==> src/rtl/grid_loader.sv <==
// grid_loader: collects two LENGTH-character strings over a valid/ready
// handshake, then presents them together with the constant boundary scores
// to the systolic alignment grid for a fixed settle window. After the window
// it raises done and waits for ack before it starts loading the next pair.
module grid_loader #(
    parameter int LENGTH = 10,
    parameter int CWIDTH = 2,
    parameter int SWIDTH = 16,
    parameter int INDEL  = -1,
    parameter int SETTLE = 40
) (
    input  logic                       clk,
    input  logic                       rst,
    input  logic                       in_valid,
    output logic                       in_ready,
    input  logic [CWIDTH-1:0]          c1,
    input  logic [CWIDTH-1:0]          c2,
    output logic [LENGTH*CWIDTH-1:0]   s1,
    output logic [LENGTH*CWIDTH-1:0]   s2,
    output logic [(LENGTH+1)*SWIDTH-1:0] top_scores,
    output logic [LENGTH*SWIDTH-1:0]   left_scores,
    output logic                       valid,
    output logic                       done,
    input  logic                       ack
);

    localparam int IW = $clog2(LENGTH + 1);
    localparam int SW = $clog2(SETTLE + 1);

    typedef enum logic [1:0] {
        LOAD    = 2'd0,
        COMPUTE = 2'd1,
        DONE    = 2'd2
    } state_t;

    state_t          state;
    logic [IW-1:0]   idx;
    logic [SW-1:0]   settle;

    // Boundary scores are elaboration-time constants: k*INDEL truncated to SWIDTH.
    for (genvar k = 0; k <= LENGTH; k++) begin : g_top
        assign top_scores[k*SWIDTH +: SWIDTH] = SWIDTH'(k * INDEL);
    end
    for (genvar j = 0; j < LENGTH; j++) begin : g_left
        assign left_scores[j*SWIDTH +: SWIDTH] = SWIDTH'((j + 1) * INDEL);
    end

    // Control FSM; in_ready/valid/done are registered alongside the state so
    // they never depend combinationally on in_valid or ack.
    always_ff @(posedge clk or posedge rst) begin
        if (rst) begin
            state    <= LOAD;
            idx      <= '0;
            settle   <= '0;
            s1       <= '0;
            s2       <= '0;
            in_ready <= 1'b1;
            valid    <= 1'b0;
            done     <= 1'b0;
        end else begin
            case (state)
                LOAD: begin
                    if (in_valid && in_ready) begin
                        s1[idx*CWIDTH +: CWIDTH] <= c1;
                        s2[idx*CWIDTH +: CWIDTH] <= c2;
                        if (idx == IW'(LENGTH - 1)) begin
                            idx      <= '0;
                            settle   <= SW'(SETTLE - 1);
                            state    <= COMPUTE;
                            in_ready <= 1'b0;
                            valid    <= 1'b1;
                        end else begin
                            idx <= idx + IW'(1);
                        end
                    end
                end
                COMPUTE: begin
                    if (settle == '0) begin
                        state <= DONE;
                        valid <= 1'b0;
                        done  <= 1'b1;
                    end else begin
                        settle <= settle - SW'(1);
                    end
                end
                DONE: begin
                    if (ack) begin
                        state    <= LOAD;
                        done     <= 1'b0;
                        in_ready <= 1'b1;
                    end
                end
                default: begin
                    state    <= LOAD;
                    idx      <= '0;
                    settle   <= '0;
                    in_ready <= 1'b1;
                    valid    <= 1'b0;
                    done     <= 1'b0;
                end
            endcase
        end
    end

endmodule

==> config.mk <==
export PLATFORM = sky130hd
export DESIGN_NAME = grid_loader
export DESIGN_NICKNAME = d
export VERILOG_FILES = /design/src/rtl/grid_loader.sv
export SDC_FILE = /design/constraint.sdc
export NUM_CORES = 1
export LEC_CHECK = 0
export CORE_AREA = 2 2 150 152
export CTS_BUF_LIST = sky130_fd_sc_hd__clkbuf_4
export CTS_CLUSTER_DIAMETER = 150
export CTS_CLUSTER_SIZE = 10
export DETAILED_ROUTE_END_ITERATION = 12
export DIE_AREA = 0 0 152 154
export SLEW_MARGIN = 30
export SYNTH_ARGS = -nofsm -noshare
export SYNTH_HDL_FRONTEND = slang
export SYNTH_SLANG_ARGS = --single-unit
==> constraint.sdc <==
create_clock -name clk -period 5.51 [get_ports clk]
set_clock_uncertainty 0.15 [all_clocks]
set_input_delay 1.102 -clock clk [delete_from_list [all_inputs] [get_ports clk]]
set_output_delay 1.102 -clock clk [all_outputs]
set_load 0.03 [all_outputs]
== Word-level counts from Yosys, hierarchy flattened ==
Index checks and enable logic that the tools add are counted.
Storage, ports and cells
  register bits: 55
  input port bits: 8
  logic and storage cells: 62
  output and inout bits: 379
Operators by class
  multiplexer cells: 25
  $add $sub $neg: 3
  shift-type cells: 3
  reduce and logical (&&, ||, !) cells: 11
  bitwise logic cells: 4
  equality and inequality tests: 8
Operators by type and width (count)
  $shiftx A2 B34 Y20: 2
  $bwmux W20: 2
  $neg A5 Y34: 1
  $shift A2 B34 Y20 const A: 1
  $mux W6: 3
  $pmux W6 S3: 1
  $reduce_and A4 Y1: 4
  $ne A2 B2 Y1 const B: 5
  $pmux W1 S3: 3
  $mux W1: 8
  $mux W2: 4
  $mux W4: 2
  $pmux W4 S2: 1
  $logic_not A6 Y1: 1
  $pmux W2 S3: 1
  $sub A6 B1 Y6 const B: 1
  $add A4 B1 Y4 const B: 1
  $eq A4 B4 Y1 const B: 1
  $not A1 Y1: 4
  $reduce_and A2 Y1: 2
  $reduce_and A3 Y1: 1
  $eq A2 B1 Y1 const B: 1
  $eq A2 B2 Y1 const B: 1
  $logic_not A2 Y1: 1
  2 further kinds: 2

== Depth between registers and ports, before layout ==
  word-level depth: 4
  gate-level depth with buffers: 9
  mapped depth without buffers: 6

== Least setup slack after synthesis ==
OpenSTA, ideal clock, no wires.
  path type: input to register
  from: input port in_valid
  to: register s2[8]
  arrival time: 2.250 ns
  library setup time: 0.125 ns
  path buffers: 1
  stages on the path: 5
  path slack: 2.985 ns
  required time: 5.235 ns
  cell sequence: and3_1 buf_2 nand3_1 nor3_4 mux2_2
On the way
  word-level cells in the longest chain between the ends: 2
Ends and longest elaborated chain
  start, declared: RTL line 14  | input logic in_valid,
  $logic_and A1 B1 Y1: RTL line 63  | if (in_valid && in_ready) begin
  $reduce_and A2 Y1 (no line)
  end signal, assigned: RTL line 56  | s2 <= '0;
  end signal, assigned by index: RTL line 65  | s2[idx*CWIDTH +: CWIDTH] <= c2;
  end, declared: RTL line 19  | output logic [LENGTH*CWIDTH-1:0] s2,
Every way passes these cells.
A chain may end at the register's enable or synchronous reset.

== Worst setup path after layout ==
  from: register idx[0]
  to: register s1[16]
On the way
  word-level cells in the longest chain between the ends: 3
  elaborated cells on any way between the ends: 4
  those cells by class: add/sub (1); shift (2); mux (1)
Ends and longest elaborated chain
  start, declared: RTL line 37  | logic [IW-1:0] idx;
  start signal, assigned: RTL line 73  | idx <= idx + IW'(1);
  $neg A5 Y34 (*): RTL line 64  | s1[idx*CWIDTH +: CWIDTH] <= c1;
  $shiftx A2 B34 Y20 / $shift A2 B34 Y20 (equally long branches): RTL line 64
  $bwmux W20 (*): RTL line 64
  end signal, assigned: RTL line 55  | s1 <= '0;
  end signal, assigned by index: RTL line 64
  end, declared: RTL line 18  | output logic [LENGTH*CWIDTH-1:0] s1,
Every way passes the cells marked *; elsewhere a longest branch is shown, timed or not.

==> flow_summary.json <==
{
  "max_slew_margin_pct": 48.15,
  "holdCritPathClass": "flip-flop to flip-flop",
  "gp_congestion": 0.7788,
  "comb_power_share_pct": 33.9,
  "seq_area_frac_synth_pct": 26.31,
  "hold_viol": 0,
  "ant_nets": 0,
  "fin_cells": 924,
  "layout-drive-gt1-share_pct": 5.435,
  "post_cts_resized": 0,
  "critPathArrivalTime_ps": 3180,
  "yosys_warnings": 0,
  "grt_setup_unrepaired": "no",
  "layout.nets": 660,
  "drt_iter0_markers": 99,
  "crit_fanout": 12,
  "final_common_cell": "conb_1",
  "internal_power_mw": 0.5049,
  "dp_slack_ps": 2116,
  "p_sw_mw": 0.4398,
  "grt_pass1_vias": 2214,
  "cts_sinks": 55,
  "die_w_um": 152,
  "firstDrtPassIters": 4,
  "insertion_delay_ps": 360,
  "cts_tree": "built",
  "postCtsSetupBuffers": 0,
  "crit_required_ps": 5640,
  "setup_viol": 0,
  "syn_avg_cell_area_um2": 8.754,
  "grt_remaining_overflow": 0,
  "port_buffers": 50,
  "hold_ws_ps": 353.0,
  "grt_max_degree": 56,
  "ys_seq_elements": 55,
  "avgViaCountPerCell": 3.207,
  "yosysUniqueCellTypes": 48,
  "core_area_um2": 21690,
  "final_util_pct": 22.41,
  "drc_errors": 0,
  "synth_area_um2": 5235,
  "synthFlopType": "dfrtp_1",
  "antenna_found_initial": 0,
  "met1_length_mm": 3.652,
  "swShare_pct": 46.55,
  "wl_met3_mm": 1.006,
  "dp.cells": 916,
  "totalWireLength_mm": 9.656,
  "ctsHoldBuffers": 0,
  "slew_viol_final": 0,
  "most-common-layout-cells": "conb_1, dfrtp_1, clkdlybuf4s50_1, o21ai_0, nand2_1",
  "critical_path_class": "flip-flop to flip-flop",
  "area.growth.synth_to_final_pct": -7.146,
  "power.density_nw_per_um2": 194.4,
  "tns_ps": 0,
  "seqPwrFrac_pct": 42.7,
  "via_count": 2963,
  "top_layer_used": "met4",
  "critPathCaptureType": "flip-flop",
  "chipHeight_um": 154,
  "root_buffer": "clkbuf_4",
  "ios": 387,
  "met2_length_mm": 4.938,
  "status": "finished clean",
  "period_share_pct": 55.51,
  "cts_buffer_depth": 2,
  "cts_max_level": 2,
  "path_clk_slew_ps": 150,
  "fin_crit_ps": 3059,
  "max_cap_violations": 0,
  "std_cell_rows": 54,
  "pwr-share-clk_pct": 23.4,
  "hpwl_mm": 7.961,
  "grt_pass1_wl_mm": 13.65,
  "start_util_pct": 24.14,
  "clock.fmax_mhz": 327.0,
  "cts_buffers": 5,
  "syn_inst": 598,
  "fin_ws_ps": 2451,
  "diodes": 0,
  "postSynth.asyncResetShare_pct": 100.0,
  "cellLeakagePower_nw": 2.599,
  "ir_drop_v": 0.00009662,
  "cp-start-kind": "flip-flop",
  "worstMarginPinSlew_ps": 767.0,
  "grtUsageTotal_pct": 7.291,
  "wl_per_cell_um": 10.45,
  "dieArea_um2": 23410,
  "synth_edf_count": 0
}
## final timing paths
kind,from,endpoint,slack [ps],cells past startpoint
max in group asynchronous,rst,state[0],3660,3
min reg2reg,s2[7],s2[7],350,2
min,s2[7],s2[7],350,2
max,idx[0],s1[16],2450,6
min in group asynchronous,rst,s2[6],1070,3
max reg2reg,idx[0],s1[16],2450,6
## metrics by stage
| step | instance area [µm²] | power (mW) |
|---|---|---|
| floorplan | 6489 | 0.8997 |
| global placement | 4780 | 0.7257 |
| detailed placement | 4780 | 0.7259 |
| CTS | 4861 | 0.9523 |
| global route | 4861 | 0.9917 |
| finish | 4861 | 0.9447 |
## critical path, stage by stage, from the launching register on
cell and delay (ps):
dfrtp_1 580, clkinv_1 300, ha_1 370, xor2_2 300, nand4_1 420, or3_1 560
mux2_2 300
## Yosys cell counts (all sizes together), types with 2 or more instances
cell    number  share of area [%]
nand2       24                1.7
or3          3               0.36
o21ai       28                2.7
inv         17                1.2
nor2         9               0.65
nor3b        3               0.43
clkbuf       8               0.57
mux2i        5               0.96
conb         2               0.14
and2         3               0.36
o22a         2               0.33
and3         5               0.60
o31ai        2               0.29
dfrtp       54                 26
nor2b        2               0.24
o41ai        9                1.5
nand4        3               0.36
buf        340                 49
a21oi        7               0.67
o31a         2               0.33
nor3         9                1.1
or4          2               0.29
nand3       10               0.96
ha           9                2.2
mux2        19                4.1
## sequential cells by signal, indices dropped and copies added, names as in the netlist
signal,cells
idx,4
done,1
settle,6
in_ready,1
valid,1
s2,20
state,2
s1,20
## cell type report
cell class,instances,area [µm²]
fill,2380,16830
multi-input combinational,511,2469
sequential,55,1378
timing repair buffer,52,515.5
tap,280,350.3
inverter,18,67.56
clock inverter,3,43.79
clock buffer,5,37.54
## layer usage
| layer | vias up | GRT usage [%] |
|---|---|---|
| met5 | - | 0 |
| met3 | 6 | 2.537 |
| met2 | 201 | 12.51 |
| li1 | 1363 | - |
| met4 | 0 | 1.335 |
| met1 | 1393 | 8.929 |
## power groups by stage
stage	clock, mW	sequential, mW	combinational, mW
6_report	0.221	0.404	0.320
5_1_grt	0.254	0.404	0.333
2_1_floorplan	0	0.411	0.488
3_3_place_gp	0	0.411	0.314
3_5_place_dp	0	0.411	0.315
4_1_cts	0.234	0.404	0.315
## kinds of logic after synthesis
logic type,count (synthesis),share of synthesized area [%]
buffers and inverters,366,50.48
AND/OR/NAND/NOR,80,8.031
AO/OA/AOI/OAI,60,7.362
flip-flops,55,26.31
multiplexers,24,5.043
adder cells (fa/ha/maj),9,2.151
other,2,0.1435
XOR/XNOR,2,0.4781
No activity file was read; power rests on OpenSTA's default activity.
